==> src/rtl/status_value_pkg.sv <==
`default_nettype none
// +------------------------------------------------------------------+
// | status_value_pkg : shared opcodes and sizing helper for the       |
// |                    status value queue                             |
// | Revision: 1.0                                                     |
// +------------------------------------------------------------------+
package status_value_pkg;

  // Per-cycle operation, encoded as {pull_accepted, push_accepted}
  localparam logic [1:0] NN = 2'b00;
  localparam logic [1:0] NP = 2'b01;
  localparam logic [1:0] PN = 2'b10;
  localparam logic [1:0] PP = 2'b11;

  function automatic int cnt_width(input int depth);
    return $clog2(depth + 1);
  endfunction

endpackage
`default_nettype wire

==> src/rtl/status_value_entry.sv <==
`default_nettype none
// +------------------------------------------------------------------+
// | status_value_entry : one queue slot, next-value mux plus register |
// | Optional: STATUS_VALUE_SET_LAST_EN adds the overwrite-newest path |
// | Revision: 1.0                                                     |
// +------------------------------------------------------------------+
module status_value_entry
  import status_value_pkg::*;
#(
  parameter int WIDTH = 8
) (
  input  logic             clk_i,
  input  logic             arst_n_i,
  input  logic [1:0]       op_i,
  input  logic             v_prev_i,
  input  logic             v_cur_i,
  input  logic             v_nxt_i,
  input  logic [WIDTH-1:0] push_value_i,
  input  logic [WIDTH-1:0] nbr_value_i,
`ifdef STATUS_VALUE_SET_LAST_EN
  input  logic             set_en_i,
  input  logic             nbr_tail_i,
  input  logic [WIDTH-1:0] set_value_i,
`endif
  output logic [WIDTH-1:0] q_o
);

  logic [WIDTH-1:0] r_q;
  logic [WIDTH-1:0] w_d;
  logic             w_tail;
  logic             w_hole;
  logic             w_set_here;
  logic             w_set_shift;
  logic [WIDTH-1:0] w_set_value;

  assign w_tail = v_cur_i & ~v_nxt_i;
  assign w_hole = ~v_cur_i & v_prev_i;

`ifdef STATUS_VALUE_SET_LAST_EN
  // set_shift: the newest entry is shifting into this slot this cycle
  assign w_set_here  = set_en_i & w_tail;
  assign w_set_shift = set_en_i & nbr_tail_i;
  assign w_set_value = set_value_i;
`else
  assign w_set_here  = 1'b0;
  assign w_set_shift = 1'b0;
  assign w_set_value = '0;
`endif

  always_comb begin
    w_d = r_q;
    case (op_i)
      NN: begin
        if (w_set_here) w_d = w_set_value;
      end
      NP: begin
        if (w_hole)          w_d = push_value_i;
        else if (w_set_here) w_d = w_set_value;
      end
      PN: begin
        w_d = w_set_shift ? w_set_value : nbr_value_i;
      end
      PP: begin
        // The old tail shifts down a slot, so the push lands where it was
        if (w_tail) w_d = push_value_i;
        else        w_d = w_set_shift ? w_set_value : nbr_value_i;
      end
      default: ;
    endcase
  end

  always_ff @(posedge clk_i or negedge arst_n_i) begin
    if (!arst_n_i) r_q <= '0;
    else           r_q <= w_d;
  end

  assign q_o = r_q;

endmodule
`default_nettype wire

==> src/rtl/status_value_queue.sv <==
`default_nettype none
// +------------------------------------------------------------------+
// | status_value_queue : head-at-0 shift queue with thermometer mask  |
// | Optional: STATUS_VALUE_SET_LAST_EN (set_i / set_value_i ports)    |
// | Revision: 1.0                                                     |
// +------------------------------------------------------------------+
module status_value_queue
  import status_value_pkg::*;
#(
  parameter int WIDTH = 8,
  parameter int DEPTH = 8
) (
  input  logic                     clk_i,
  input  logic                     arst_n_i,
  input  logic                     push_i,
  input  logic [WIDTH-1:0]         push_value_i,
  output logic                     push_ready_o,
  input  logic                     pull_i,
  output logic                     pull_ready_o,
`ifdef STATUS_VALUE_SET_LAST_EN
  input  logic                     set_i,
  input  logic [WIDTH-1:0]         set_value_i,
`endif
  output logic [WIDTH-1:0]         head_o,
  output logic                     head_valid_o,
  output logic [DEPTH-1:0]         valid_mask_o,
  output logic [DEPTH*WIDTH-1:0]   vector_o,
  output logic [cnt_width(DEPTH)-1:0] count_o,
  output logic                     full_o,
  output logic                     empty_o
);

  localparam int CNT_W = cnt_width(DEPTH);

  logic [DEPTH-1:0]       r_valid;
  logic [CNT_W-1:0]       r_count;
  logic [DEPTH*WIDTH-1:0] w_vector;
  logic [DEPTH*WIDTH-1:0] w_nbr;
  logic [DEPTH-1:0]       w_vprev;
  logic [DEPTH-1:0]       w_vnext;
  logic                   w_full;
  logic                   w_empty;
  logic                   w_push_acc;
  logic                   w_pull_acc;
  logic [1:0]             w_op;

  assign w_full       = (r_count == CNT_W'(DEPTH));
  assign w_empty      = (r_count == '0);
  assign pull_ready_o = ~w_empty;
  assign push_ready_o = ~w_full | (pull_i & ~w_empty);
  assign w_push_acc   = push_i & push_ready_o;
  assign w_pull_acc   = pull_i & ~w_empty;
  assign w_op         = {w_pull_acc, w_push_acc};

  // Neighbour views of the mask; index 0 sees a virtual valid entry below it
  assign w_vprev = {r_valid[DEPTH-2:0], 1'b1};
  assign w_vnext = {1'b0, r_valid[DEPTH-1:1]};
  assign w_nbr   = w_vector >> WIDTH;

`ifdef STATUS_VALUE_SET_LAST_EN
  logic             w_set_en;
  logic [DEPTH-1:0] w_vnext2;
  logic [DEPTH-1:0] w_nbr_tail;
  assign w_set_en   = set_i & ~w_empty;
  assign w_vnext2   = r_valid >> 2;
  assign w_nbr_tail = w_vnext & ~w_vnext2;
`endif

  generate
    for (genvar i = 0; i < DEPTH; i++) begin : g_entry
      status_value_entry #(
        .WIDTH (WIDTH)
      ) u_entry (
        .clk_i        (clk_i),
        .arst_n_i     (arst_n_i),
        .op_i         (w_op),
        .v_prev_i     (w_vprev[i]),
        .v_cur_i      (r_valid[i]),
        .v_nxt_i      (w_vnext[i]),
        .push_value_i (push_value_i),
        .nbr_value_i  (w_nbr[i*WIDTH +: WIDTH]),
`ifdef STATUS_VALUE_SET_LAST_EN
        .set_en_i     (w_set_en),
        .nbr_tail_i   (w_nbr_tail[i]),
        .set_value_i  (set_value_i),
`endif
        .q_o          (w_vector[i*WIDTH +: WIDTH])
      );
    end
  endgenerate

  always_ff @(posedge clk_i or negedge arst_n_i) begin
    if (!arst_n_i) begin
      r_valid <= '0;
      r_count <= '0;
    end else begin
      case (w_op)
        NP: begin
          r_valid <= w_vprev;
          r_count <= r_count + CNT_W'(1);
        end
        PN: begin
          r_valid <= w_vnext;
          r_count <= r_count - CNT_W'(1);
        end
        default: ;
      endcase
    end
  end

  assign head_o       = w_vector[WIDTH-1:0];
  assign head_valid_o = r_valid[0];
  assign valid_mask_o = r_valid;
  assign vector_o     = w_vector;
  assign count_o      = r_count;
  assign full_o       = w_full;
  assign empty_o      = w_empty;

endmodule
`default_nettype wire

==> config.mk <==
export PLATFORM = sky130hd
export DESIGN_NAME = status_value_queue
export DESIGN_NICKNAME = d
export VERILOG_FILES = /design/src/rtl/status_value_pkg.sv /design/src/rtl/status_value_entry.sv /design/src/rtl/status_value_queue.sv
export SDC_FILE = /design/constraint.sdc
export NUM_CORES = 1
export LEC_CHECK = 0
export ABC_AREA = 0
export ABC_CLOCK_PERIOD_IN_PS = 6500
export CAP_MARGIN = 5
export CORE_MARGIN = 1
export CORE_UTILIZATION = 53
export CTS_CLUSTER_SIZE = 14
export DETAILED_ROUTE_END_ITERATION = 8
export GPL_TIMING_DRIVEN = 0
export PLACE_DENSITY = 0.87
export SLEW_MARGIN = 20
export SYNTH_ARGS = -nofsm -noshare
export SYNTH_HDL_FRONTEND = slang
export SYNTH_SLANG_ARGS = --single-unit
export TNS_END_PERCENT = 50
==> constraint.sdc <==
create_clock -name clk_i -period 6.5 [get_ports clk_i]
set_input_delay 0.65 -clock clk_i [delete_from_list [all_inputs] [get_ports clk_i]]
set_output_delay 0.65 -clock clk_i [all_outputs]
set_load 0.01 [all_outputs]
==> qor.txt <==
Grt total ovfl - 0
Worst min path class - in2async
Top_reg_cell synth - dfrtp_1
RSZ-0062 raised after global routing - no
Area Overhead vs Synth - 31.80%
Root buffer cell - clkbuf_8
Routed met3 length - 868 um
Syn Nets - 405
Fin nets - 508
CTS tree - built
Largest net degree at the start of global routing - 41
DRT iter0 DRCs - 351
Reg-to-reg endpoint - count_o[2]
Status - finished clean
Power per Cell Area - 518.1 nW/um^2
Antenna diodes - 0
CTS clock-pin slew for the worst setup and hold paths - 0.08 ns
Crit. path cell count - 9
Part of the power in combinational logic - 52.6%
# resized after CTS - 0
Number of H-tree levels - 3
DR WL met2 - 5371 um
Post-DR vias/cell - 6.290
Switching pwr - 1036 uW
Layout cells sized above 1 - 12.07%
Post-DRT Antenna Nets - 0
CP startpoint kind - register
Mapped Area - 3981 um^2
Die Ht - 88.67 um
Die width - 88.67 um
WP data arrival - 3.42 ns
Most common cell after layout, fill and taps aside - clkdlybuf4s50_1
Mapped Cells - 390
R2R setup slack - 3.31 ns
Max layer used - met4
Hold buffer count at cts - 0
CTS Sinks - 76
Most frequent cells in the layout - clkdlybuf4s50_1 (90), dfrtp_1 (76), nand2_1 (47), a221o_1 (40)
Sw frac - 38.09%
Worst-Skew Late Latency - 0.35 ns
CTS buffer count - 9
# port buffers - 91
Starting Density - 54.89%
Initial antenna violation count - 0
Register share of total power - 32.9%
Sequential-to-total area share from yosys stat - 47.77%
Top Family by Delay on Critical Path - compound AO/OA/AOI/OAI gates
Wire length per cell - 18.54 um
Final min period - 3.189 ns
Asr flop ratio synth - 100.0%
Leakage Power - 0.002342 uW
Total iterations of the first detailed-routing run - 6
Ports - 101
Drt drc - 0
Hold Vio Cnt, Final - 0
Worst slew pin tran - 1.213 ns
Worst-path maximum fanout - 10
Final setup fails - 0
YS warnings - 0
Worst path required time - 6.73 ns
Fin crit share - 49.07%
Yosys reg bits - 76
First-pass GRT wire length - 17310 um
Clk buf depth - 2
Register-to-Register Path Depth - 9
DP Wirelength - 7956 um
Total GRT Usage - 28.98%
CP endpoint kind - register
WL final - 11050 um
Avg Cell Area, Syn - 10.21 um^2
Slew HR - 18.45%
Core box area - 7253 um^2
Critical path type - reg2reg
Max incr delay on CP - 0.61 ns
Final Max Tran Viols - 0
Crit Reg-Reg Startpoint - count_o[0]
TNS Setup - 0 ns
Vias in the first global route - 3415
Critical Path Source - count_o[0]
# rows - 31
CP bufs+invs - 2
Post-CTS Setup Inserts - 0
P_int - 1683 uW
DR vias - 3749
Die ar. - 7862 um^2
Slowest-stage cell, CP - o41ai_4
CP Cell Sequence - buf_2, o41ai_4, clkbuf_1, nor2_1, fa_1, xnor2_1, o22ai_1, a311oi_1, a21oi_1
Fmax - 313.6 MHz
WHS - 0.2527 ns
Met1 WL - 4647 um
GP Congestion - 0.8620
Clk pwr share - 14.5%
Final Skew - 0.01319 ns
Synth unique cells - 50
Max_cap viols - 0
EDFF count, synth - 0
VDD IR-drop max - 270.6 uV
Filler cells - 532
[state kept, by name, summed over array words and instances (netlist names)]
register	count
count_o	4
g_entry.u_entry.q_o	64
valid_mask_o	8
[power groups by stage]
| stage | clock, uW | combinational (uW) | sequential [uW] |
|---|---|---|---|
| after floorplan | 0 | 709 | 931 |
| after global placement | 0 | 1370 | 886 |
| after CTS | 395 | 1430 | 889 |
| after detailed placement | 0 | 1420 | 896 |
| final | 395 | 1430 | 894 |
| after global routing | 414 | 1540 | 921 |
[how the worst max path moves through the flow]
stage | end | slack [ns]
finish | count_o[2] | 3.31
global route | count_o[2] | 3.12
CTS | count_o[2] | 3.40
detailed placement | count_o[2] | 3.31
global placement | g_entry[7].u_entry.q_o[3] | 2.22
floorplan | count_o[2] | 3.78
[cell type report]
class	count	area [um^2]	area share, %
Multi-Input combinational cell	261	1809	34.48
Sequential cell	76	1902	36.24
Clock inverter	6	90.09	1.717
Clock buffer	9	123.9	2.361
Buffer	48	251.5	4.793
Inverter	5	18.77	0.3577
Timing Repair Buffer	92	928.4	17.69
Tap cell	99	123.9	2.361
[cell families (layout without fill, tap and decap cells)]
kind of cell | after synthesis | in the layout | synth area share [%]
buffers and inverters | 53 | 160 | 6.788
multiplexers | 3 | 3 | 0.7543
AO/OA/AOI/OAI | 115 | 115 | 24.67
adder cells (fa/ha/maj) | 3 | 3 | 1.131
AND/OR/NAND/NOR | 138 | 138 | 18.45
flip-flops | 76 | 76 | 47.77
XOR/XNOR | 2 | 2 | 0.4401
[metrics by stage]
stage | total power, uW | instance area (um^2) | utilization (%) | setup WS [ns] | std cells
2_1_floorplan | 1640 | 3981 | - | 3.785 | 390
3_3_place_gp | 2255 | 5016 | 69.16 | 2.224 | 580
3_5_place_dp | 2312 | 5034 | 69.40 | 3.308 | 581
4_1_cts | 2711 | 5248 | 72.35 | 3.404 | 596
5_1_grt | 2880 | 5248 | 72.35 | 3.120 | 596
6_report | 2719 | 5248 | 72.35 | 3.311 | 596
[metal layers]
metal  up-vias  GRT usage (%)
li1       1682              -
met2       206          47.69
met3        26          5.690
met1      1835          39.33
met4         0          7.918
met5         -              0
[synthesized netlist by cell type, types with 2 or more instances]
cell type / count / share of area (%)
a21o_1: 2 / 0.38
a21oi_1: 11 / 1.4
a221o_1: 40 / 10
a22o_1: 7 / 1.5
a22oi_1: 8 / 1.5
a31oi_1: 7 / 1.1
and2_1: 8 / 1.3
and3_1: 21 / 3.3
and3b_1: 4 / 0.88
buf_1: 7 / 0.66
buf_2: 6 / 0.75
buf_4: 17 / 3.2
clkbuf_1: 18 / 1.7
dfrtp_1: 76 / 48
ha_1: 2 / 0.63
inv_1: 3 / 0.28
mux2i_1: 3 / 0.75
nand2_1: 47 / 4.4
nand3_1: 21 / 2.6
nand3b_1: 8 / 1.5
nand4b_1: 2 / 0.44
nor2_1: 6 / 0.57
nor3_1: 4 / 0.50
o21ai_0: 6 / 0.75
o21ai_1: 5 / 0.63
o221a_2: 8 / 2.3
o22ai_1: 8 / 1.3
o22ai_2: 2 / 0.63
o31ai_1: 2 / 0.38
or2_2: 2 / 0.31
or3_1: 9 / 1.4
xnor2_1: 2 / 0.44
(Power assumes the default switching activity.)
